==> src/rtl/mult_div_unit.sv <==
// Iterative multiply/divide unit holding the architectural HI/LO pair.
// Shift-add multiply and restoring divide retire one bit per cycle; a final
// FIX cycle applies sign correction and commits the result to hi/lo.
module mult_div_unit #(
  parameter int XLEN = 32
) (
  input  logic            clk,
  input  logic            reset,
  input  logic            start,
  input  logic [1:0]      op,
  input  logic [XLEN-1:0] operand_a,
  input  logic [XLEN-1:0] operand_b,
  input  logic            mthi,
  input  logic            mtlo,
  input  logic [XLEN-1:0] wdata,
  output logic            busy,
  output logic            done,
  output logic            div_by_zero,
  output logic [XLEN-1:0] hi,
  output logic [XLEN-1:0] lo
);

  localparam int CNT_W = $clog2(XLEN);
  localparam logic [CNT_W-1:0] LAST_ITER = CNT_W'(XLEN - 1);

  typedef enum logic [1:0] {
    S_IDLE = 2'd0,
    S_MUL  = 2'd1,
    S_DIV  = 2'd2,
    S_FIX  = 2'd3
  } state_t;

  state_t state, next_state;

  // Iteration datapath: acc holds {upper,lower} product halves for multiply
  // and {remainder,quotient} for divide. opnd is the multiplicand or divisor.
  logic [2*XLEN-1:0] acc;
  logic [XLEN-1:0]   opnd;
  logic [XLEN-1:0]   a_raw;
  logic [CNT_W-1:0]  count;
  logic              is_div;
  logic              neg_q;
  logic              neg_r;
  logic              dbz_pend;

  logic [XLEN:0]     mul_sum;
  logic [2*XLEN-1:0] mul_step;
  logic [XLEN:0]     div_trial;
  logic              div_ge;
  logic [XLEN-1:0]   div_diff;
  logic [2*XLEN-1:0] div_step;
  logic [XLEN-1:0]   fix_hi;
  logic [XLEN-1:0]   fix_lo;
  logic [2*XLEN-1:0] product;

  // Absolute value of a two's-complement operand when the op is signed.
  function automatic logic [XLEN-1:0] magnitude(input logic [XLEN-1:0] v,
                                                input logic is_signed);
    logic signed [XLEN-1:0] sv;
    sv = v;
    if (is_signed && (sv < 0)) return -v;
    return v;
  endfunction

  // Conditional two's-complement negation of a single-width value.
  function automatic logic [XLEN-1:0] neg_if(input logic [XLEN-1:0] v,
                                             input logic neg);
    return neg ? -v : v;
  endfunction

  // Conditional two's-complement negation of the double-width product.
  function automatic logic [2*XLEN-1:0] neg_if2(input logic [2*XLEN-1:0] v,
                                                input logic neg);
    return neg ? -v : v;
  endfunction

  // One multiply step: add the multiplicand on LSB, shift right keeping carry.
  always_comb begin
    mul_sum = {1'b0, acc[2*XLEN-1:XLEN]} + {1'b0, opnd};
    if (acc[0]) mul_step = {mul_sum, acc[XLEN-1:1]};
    else        mul_step = {1'b0, acc[2*XLEN-1:1]};
  end

  // One restoring divide step: shift {rem,quot} left, trial-subtract divisor.
  always_comb begin
    div_trial = acc[2*XLEN-1:XLEN-1];
    div_ge    = (div_trial >= {1'b0, opnd});
    div_diff  = div_trial[XLEN-1:0] - opnd;
    if (div_ge) div_step = {div_diff, acc[XLEN-2:0], 1'b1};
    else        div_step = {div_trial[XLEN-1:0], acc[XLEN-2:0], 1'b0};
  end

  // Final sign correction and result selection committed during FIX.
  always_comb begin
    product = neg_if2(acc, neg_q);
    fix_hi  = product[2*XLEN-1:XLEN];
    fix_lo  = product[XLEN-1:0];
    if (is_div) begin
      if (dbz_pend) begin
        fix_hi = a_raw;
        fix_lo = '1;
      end else begin
        fix_hi = neg_if(acc[2*XLEN-1:XLEN], neg_r);
        fix_lo = neg_if(acc[XLEN-1:0], neg_q);
      end
    end
  end

  // State register.
  always_ff @(posedge clk or negedge reset) begin
    if (!reset) state <= S_IDLE;
    else        state <= next_state;
  end

  // Next-state decode; busy covers every non-IDLE state including FIX.
  always_comb begin
    next_state = state;
    busy       = (state != S_IDLE);
    case (state)
      S_IDLE:  if (start) next_state = op[1] ? S_DIV : S_MUL;
      S_MUL:   if (count == LAST_ITER) next_state = S_FIX;
      S_DIV:   if (count == LAST_ITER) next_state = S_FIX;
      S_FIX:   next_state = S_IDLE;
      default: next_state = S_IDLE;
    endcase
  end

  // Operand capture, iteration, result commit and HI/LO moves.
  always_ff @(posedge clk or negedge reset) begin
    if (!reset) begin
      acc         <= '0;
      opnd        <= '0;
      a_raw       <= '0;
      count       <= '0;
      is_div      <= 1'b0;
      neg_q       <= 1'b0;
      neg_r       <= 1'b0;
      dbz_pend    <= 1'b0;
      done        <= 1'b0;
      div_by_zero <= 1'b0;
      hi          <= '0;
      lo          <= '0;
    end else begin
      done        <= 1'b0;
      div_by_zero <= 1'b0;
      case (state)
        S_IDLE: begin
          if (start) begin
            a_raw    <= operand_a;
            is_div   <= op[1];
            count    <= '0;
            neg_q    <= ~op[0] & (operand_a[XLEN-1] ^ operand_b[XLEN-1]);
            neg_r    <= ~op[0] & operand_a[XLEN-1];
            dbz_pend <= op[1] & (operand_b == '0);
            if (op[1]) begin
              opnd <= magnitude(operand_b, ~op[0]);
              acc  <= {{XLEN{1'b0}}, magnitude(operand_a, ~op[0])};
            end else begin
              opnd <= magnitude(operand_a, ~op[0]);
              acc  <= {{XLEN{1'b0}}, magnitude(operand_b, ~op[0])};
            end
          end else begin
            if (mthi) hi <= wdata;
            if (mtlo) lo <= wdata;
          end
        end
        S_MUL: begin
          acc   <= mul_step;
          count <= count + 1'b1;
        end
        S_DIV: begin
          acc   <= div_step;
          count <= count + 1'b1;
        end
        S_FIX: begin
          hi          <= fix_hi;
          lo          <= fix_lo;
          done        <= 1'b1;
          div_by_zero <= dbz_pend;
        end
        default: ;
      endcase
    end
  end

endmodule
==> config.mk <==
export PLATFORM = sky130hd
export DESIGN_NAME = mult_div_unit
export DESIGN_NICKNAME = d
export VERILOG_FILES = /design/src/rtl/mult_div_unit.sv
export SDC_FILE = /design/constraint.sdc
export NUM_CORES = 1
export LEC_CHECK = 0
export ABC_AREA = 1
export CORE_AREA = 2 2 232 234
export CTS_CLUSTER_DIAMETER = 30
export CTS_CLUSTER_SIZE = 28
export DETAILED_ROUTE_END_ITERATION = 10
export DIE_AREA = 0 0 234 236
export GPL_ROUTABILITY_DRIVEN = 0
export SLEW_MARGIN = 20
export SYNTH_ARGS = -nofsm -noshare
export SYNTH_HDL_FRONTEND = slang
export SYNTH_SLANG_ARGS = --single-unit
==> constraint.sdc <==
create_clock -name clk -period 6.28 [get_ports clk]
set_input_delay 0.942 -clock clk [delete_from_list [all_inputs] [get_ports clk]]
set_output_delay 0.942 -clock clk [all_outputs]
set_load 0.01 [all_outputs]
# After elaboration in Yosys (flattened, before gate mapping)

Cells that the tools add are included.

$add $sub $neg: 8
Order comparisons: 3
Eq/ne operators: 9
Muxes and demuxes: 47
Bitwise logic cells: 5
Reductions and logical operators: 15

Operator list:

| cell                  | number |
|---|---|
| $mux W32              | 18 |
| $mux W64              | 4 |
| $pmux W64 S3          | 1 |
| $neg A32 Y32          | 4 |
| $pmux W32 S2          | 2 |
| $lt A32 B1 Y1 const B | 2 |
| $neg A64 Y64          | 1 |
| $add A32 B32 Y33      | 1 |
| $ge A33 B32 Y1        | 1 |
| $logic_not A32 Y1     | 1 |
| $sub A32 B32 Y32      | 1 |
| $mux W1               | 16 |
| $pmux W5 S2           | 1 |
| $ne A2 B2 Y1 const B  | 4 |
| $reduce_and A2 Y1     | 4 |
| $mux W2               | 3 |
| $pmux W2 S3           | 1 |
| $reduce_and A3 Y1     | 2 |
| $reduce_bool A2 Y1    | 3 |
| $add A5 B1 Y5 const B | 1 |
| $eq A5 B5 Y1 const B  | 1 |
| $mux W5               | 1 |
| $eq A2 B2 Y1 const B  | 2 |
| $and A1 B1 Y1         | 3 |
| other kinds (8)       | 9 |

Bits in registers: 205
Input bits: 103
Output and inout port bits: 67
Logic and storage cells: 100

# Depth between registers and ports, before layout

Depth after elaboration: 10
Gate-level depth with buffers: 19
Mapped depth without buffers: 18

# Worst setup path after synthesis

OpenSTA, ideal clock, no wires.

Path kind: in2reg
Start point: in operand_a[0]
End point: reg opnd[18]
Library setup time: 0.124 ns
Arrival: 2.279 ns
Data required time: 6.156 ns
Path slack: 3.877 ns
Stages on the path: 12
Buffers on the path: 0
Path through: inv_1 ha_1 nand3_1 inv_2 nand3_1 nor2_2 nand2_1 nand2_2 nand2_1 nand2_1 nand2_1 a211o_1

Longest elaborated chain between the ends: 8
Elaborated cells between the ends (all ways): 10
Classes of those cells: add/sub: 1; order compare: 1; mux: 7; reduce/logical: 1

Ends and longest elaborated chain:

| element              | line | text |
|---|---|---|
| start, declared      | 11   | `input logic [XLEN-1:0] operand_a,` |
| $lt A32 B1 Y1        | 61   | `if (is_signed && (sv < 0)) return -v;` |
| $logic_and A1 B1 Y1  | 61   |  |
| $mux W1              | 61   |  |
| $mux W1              | 155  | `if (op[1]) begin` |
| $mux W1              | 148  | `if (start) begin` |
| $mux W1              | 146  | `case (state)` |
| $mux W32 (*)         | 62   | `return v;` |
| $mux W32 (*)         | 155  |  |
| end signal, assigned | 156  | `opnd <= magnitude(operand_b, ~op[0]);` |
| end signal, assigned | 159  | `opnd <= magnitude(operand_a, ~op[0]);` |
| end, declared        | 38   | `logic [XLEN-1:0] opnd;` |

Every way passes the cells marked *; elsewhere a longest branch is shown, timed or not. The select of a mux whose other input is x is not followed.
A chain may end at the register's enable or synchronous reset.

# Worst setup path in the final report

Start point: reg acc[59]
End point: reg acc[61]

Longest elaborated chain between the ends: 3
Elaborated cells between the ends (all ways): 6
Classes of those cells: add/sub: 2; order compare: 1; mux: 3

Ends and longest elaborated chain:

| element                                        | line   | text |
|---|---|---|
| start, declared                                | 37     | `logic [2*XLEN-1:0] acc;` |
| start signal, assigned                         | 157    | `acc <= {{XLEN{1'b0}}, magnitude(operand_a, ~op[0])};` |
| start signal, assigned                         | 160    | `acc <= {{XLEN{1'b0}}, magnitude(operand_b, ~op[0])};` |
| start signal, assigned                         | 168    | `acc <= mul_step;` |
| $sub A32 B32 Y32, or another cell as far along | 88     | `div_diff = div_trial[XLEN-1:0] - opnd;` |
| $mux W64 (on tied branches)                    | 89, 80 |  |
| $pmux W64 S3 (*)                               | 146    |  |

Every way passes the cells marked *; elsewhere a longest branch is shown, timed or not.

==> metrics.md <==
| Metric | Value |
|---|---|
| Status | finished clean |
| CTS tree | yes |
| Yosys cell types | 52 |
| Crit-path max FO | 33 |
| PD cells | 614 nW/um^2 |
| Antenna Violating Nets Remaining | 0 |
| Total GRT Usage | 34.4% |
| CTS Root Cell | clkbuf_16 |
| Core area | 53,100 sq um |
| Reg2reg start | acc[59] |
| Post-DP HPWL | 74,800 um |
| Synth Area in Simple Gates | 42.2% |
| Mux cell area share after synthesis | 0% |
| CTS Hold Buffers Added | 0 |
| DIE AREA | 55,200 sq um |
| Worst VDD drop | 0.662 mV |
| Sw Share | 52.7% |
| Post-CTS Resized | 0 |
| # Post-CTS Setup Buffers | 0 |
| Final worst slack | 2.89 ns |
| Leak | 13.0 nW |
| Mapped Avg Cell Area | 5.79 sq um |
| Setup TNS | 0 ns |
| Final #Nets | 3,905 |
| Residual DRC count | 0 |
| Slew Limit Fails | 0 |
| Synthesized instance count | 3,601 |
| DRT Wirelength | 96,500 um |
| Share of cells above drive strength 1 | 6.14% |
| Crit. Startpoint | acc[59] |
| I/O Pins | 170 |
| Port Buffers | 169 |
| Clk sinks | 205 |
| Vias | 24,913 |
| Maximum capacitance violations | 0 |
| Switch Pwr | 8.22 mW |
| Final min period | 3.39 ns |
| Seq cells post-synth | 205 |
| Pwr Total | 15.6 mW |
| First-pass GRT wire length | 142,000 um |
| Crit. End Element | flip-flop |
| Vias in the first global route | 22,380 |
| Area growth syn-to-layout | 21.8% |
| Seq pwr share | 18.6% |
| Initial drt markers | 3,286 |
| Worst flop-to-flop path endpoint | acc[61] |
| Initial Utilization | 39.3% |
| Slew margin rel. | 26.2% |
| Ys async rst share | 100% |
| Skew-Pair Late Insertion Delay | 0.60 ns |
| Part of the cycle the worst path needs | 53.9% |
| Main flop type after synthesis | dfrtp_1 |
| Maximum clock frequency | 295 MHz |
| Clock transition at path regs | 0.04 ns |
| DR WL/cell | 21.6 um |
| H-tree levels | 3 |
| Crit path DAT | 3.86 ns |
| Compound-cell area share of the yosys netlist | 14.5% |
| Hold crit path type | in2async |
| CTS Buffer Depth | 3 |
| Initial antenna violation count | 0 |
| Num rows | 85 |
| Post-synthesis cell area | 20,800 sq um |
| Worst R2R Path Depth | 15 |
| Post-Place Setup Slack | 2.61 ns |
| RSZ-0062 raised after global routing | false |
| Worst setup path endpoint | acc[61] |
| TritonRoute pass-1 iters | 8 |
| Internal power | 7.38 mW |
| Setup violations, final | 0 |
| Register area share after synthesis | 24.6% |
| Chip height | 236 um |
| Worst Tran Pin Value | 1.11 ns |
| EDFF count, synth | 0 |
| Adder-cell share of the synthesized area | 4.63% |
| Startpoint types | flip-flop |
| Kind of critical path | reg2reg |
| Number of buffers created by CTS | 66 |
| Clk pwr share | 22.8% |
| Combinational power share | 58.6% |
| Syn. warnings | 0 |
| Synthesized Nets | 3,780 |
| Final Hold Fails | 0 |
| Final setup skew | 0.0239 ns |
| R2r setup slk | 2.89 ns |
| N_diodes | 0 |
| XOR/XNOR Fraction of Synth Area | 2.56% |
| Main combinational cell family by area after synthesis | simple AND/OR/NAND/NOR gates |
| Largest net degree at the start of global routing | 110 |
| Worst Path Required | 6.75 ns |
| Die width | 234 um |
| Vias per Instance | 5.57 |
| Grt total ovfl | 0 |
[cell usage in the layout (no fill, tap or decap), types with 8 or more instances in the layout]
master,n
a31oi_1,8
nand3b_1,9
bufinv_16,11
o211ai_1,41
inv_2,20
o21bai_1,8
o21ai_0,157
ha_1,73
nand2_1,1205
nand4_1,36
nor3_1,28
buf_4,24
a21oi_1,242
xor2_1,40
clkinv_2,12
o21ai_1,19
xnor2_1,21
dfrtp_1,204
nand2_2,21
o221ai_1,15
clkbuf_8,9
clkbuf_16,68
nor2_1,395
clkdlybuf4s50_1,168
inv_1,447
nor2_4,9
nor2_2,18
o22ai_1,27
a22oi_1,8
nand3_1,356
[worst min-delay path by stage]
| stage | start | endpoint | cells after the start |
|---|---|---|---|
| floorplan | a_raw[0] | a_raw[0] | 2 |
| detailed placement | a_raw[16] | a_raw[16] | 2 |
| CTS | reset | lo[8] | 1 |
| finish | reset | lo[8] | 1 |
| global placement | a_raw[16] | a_raw[16] | 2 |
| global route | reset | lo[8] | 1 |
[kinds of logic (layout without fill, tap and decap cells)]
| logic type | after synthesis | after routing |
|---|---|---|
| adders and majority gates | 76 | 76 |
| buffers and inverters | 610 | 788 |
| AOI/OAI and AO/OA | 545 | 545 |
| DFF | 205 | 205 |
| and+or+nand+nor | 2104 | 2104 |
| xor gates and xnor gates | 61 | 61 |
[sequential cells by signal (all words and copies together) (netlist names)]
| register | flops |
|---|---|
| acc | 64 |
| a_raw | 32 |
| hi | 32 |
| lo | 32 |
| opnd | 32 |
| count | 5 |
| state | 2 |
| dbz_pend | 1 |
| div_by_zero | 1 |
| done | 1 |
| is_div | 1 |
| neg_q | 1 |
| neg_r | 1 |
[power groups by stage]
stage	Clock (mW)	Sequential [mW]	Combinational, mW
floorplan	0	2.44	6.04
global placement	0	2.84	8.82
detailed placement	0	2.84	8.86
CTS	3.57	2.83	8.92
global route	3.65	2.90	9.98
finish	3.56	2.90	9.14
[synthesized netlist by cell type (all sizes together), types with 3 or more instances]
master  instances  area share [%]
a31oi           8            0.24
nand2        1228              22
a22oi           8            0.29
o21bai          8            0.29
nand3b          9            0.32
buf            57             1.5
and2            6            0.18
clkbuf         80             1.4
o22ai          27            0.81
o211ai         41             1.5
o221ai         15            0.63
xnor2          21            0.88
xor2           40             1.7
inv           469             8.5
o21ai         177             4.3
nor2          423             8.2
ha             74             4.4
o31ai           3            0.11
or2             6            0.18
nor4            4            0.12
a21oi         246             5.9
dfrtp         205              25
nor3           30            0.77
o21a            5            0.18
nand4          36             1.1
clkinv          4           0.072
nand3         361             8.8
[metal layers]
| metal | wire [um] | share of wire, % | vias up | global-route usage [%] |
|---|---|---|---|---|
| met5 | 0 | 0 | - | 0 |
| met4 | 5830 | 6.0 | 0 | 19.2 |
| met3 | 10900 | 11 | 258 | 7.35 |
| met2 | 39800 | 41 | 1487 | 49.2 |
| met1 | 40000 | 41 | 11360 | 47.9 |
| li1 | - | - | 11808 | - |
[critical path: stages, from the launching register on]
cell	delay (ns)
dfrtp_1	0.78
ha_1	0.41
nand2_1	0.25
inv_1	0.07
nand4_1	0.15
nor2_1	0.06
nand2_1	0.09
nand2_2	0.09
nor2_8	0.45
nand2_8	0.26
nand2_1	0.30
nand2_1	0.09
nand2_1	0.07
nand2_1	0.05
nand2_1	0.05
nand2_1	0.05
[through the flow]
step	hold slack, ns	util [%]	std cells	instance area (sq um)
after global placement	0.472	43.4	4354	23000
after floorplan	0.448	-	3601	20800
after global routing	0.478	47.9	4475	25400
after detailed placement	0.475	43.4	4354	23000
after CTS	0.452	47.9	4475	25400
final	0.391	47.9	4475	25400
[final cells by class]
| cell class | instances | area (sq um) |
|---|---|---|
| fill | 5630 | 27700 |
| multi-input combinational | 2786 | 13300 |
| sequential | 205 | 5130 |
| timing repair buffer | 194 | 1900 |
| clock buffer | 83 | 1850 |
| inverter | 473 | 1780 |
| tap | 696 | 871 |
| clock inverter | 38 | 532 |
Note: power is estimated with default switching activity, not from simulation.
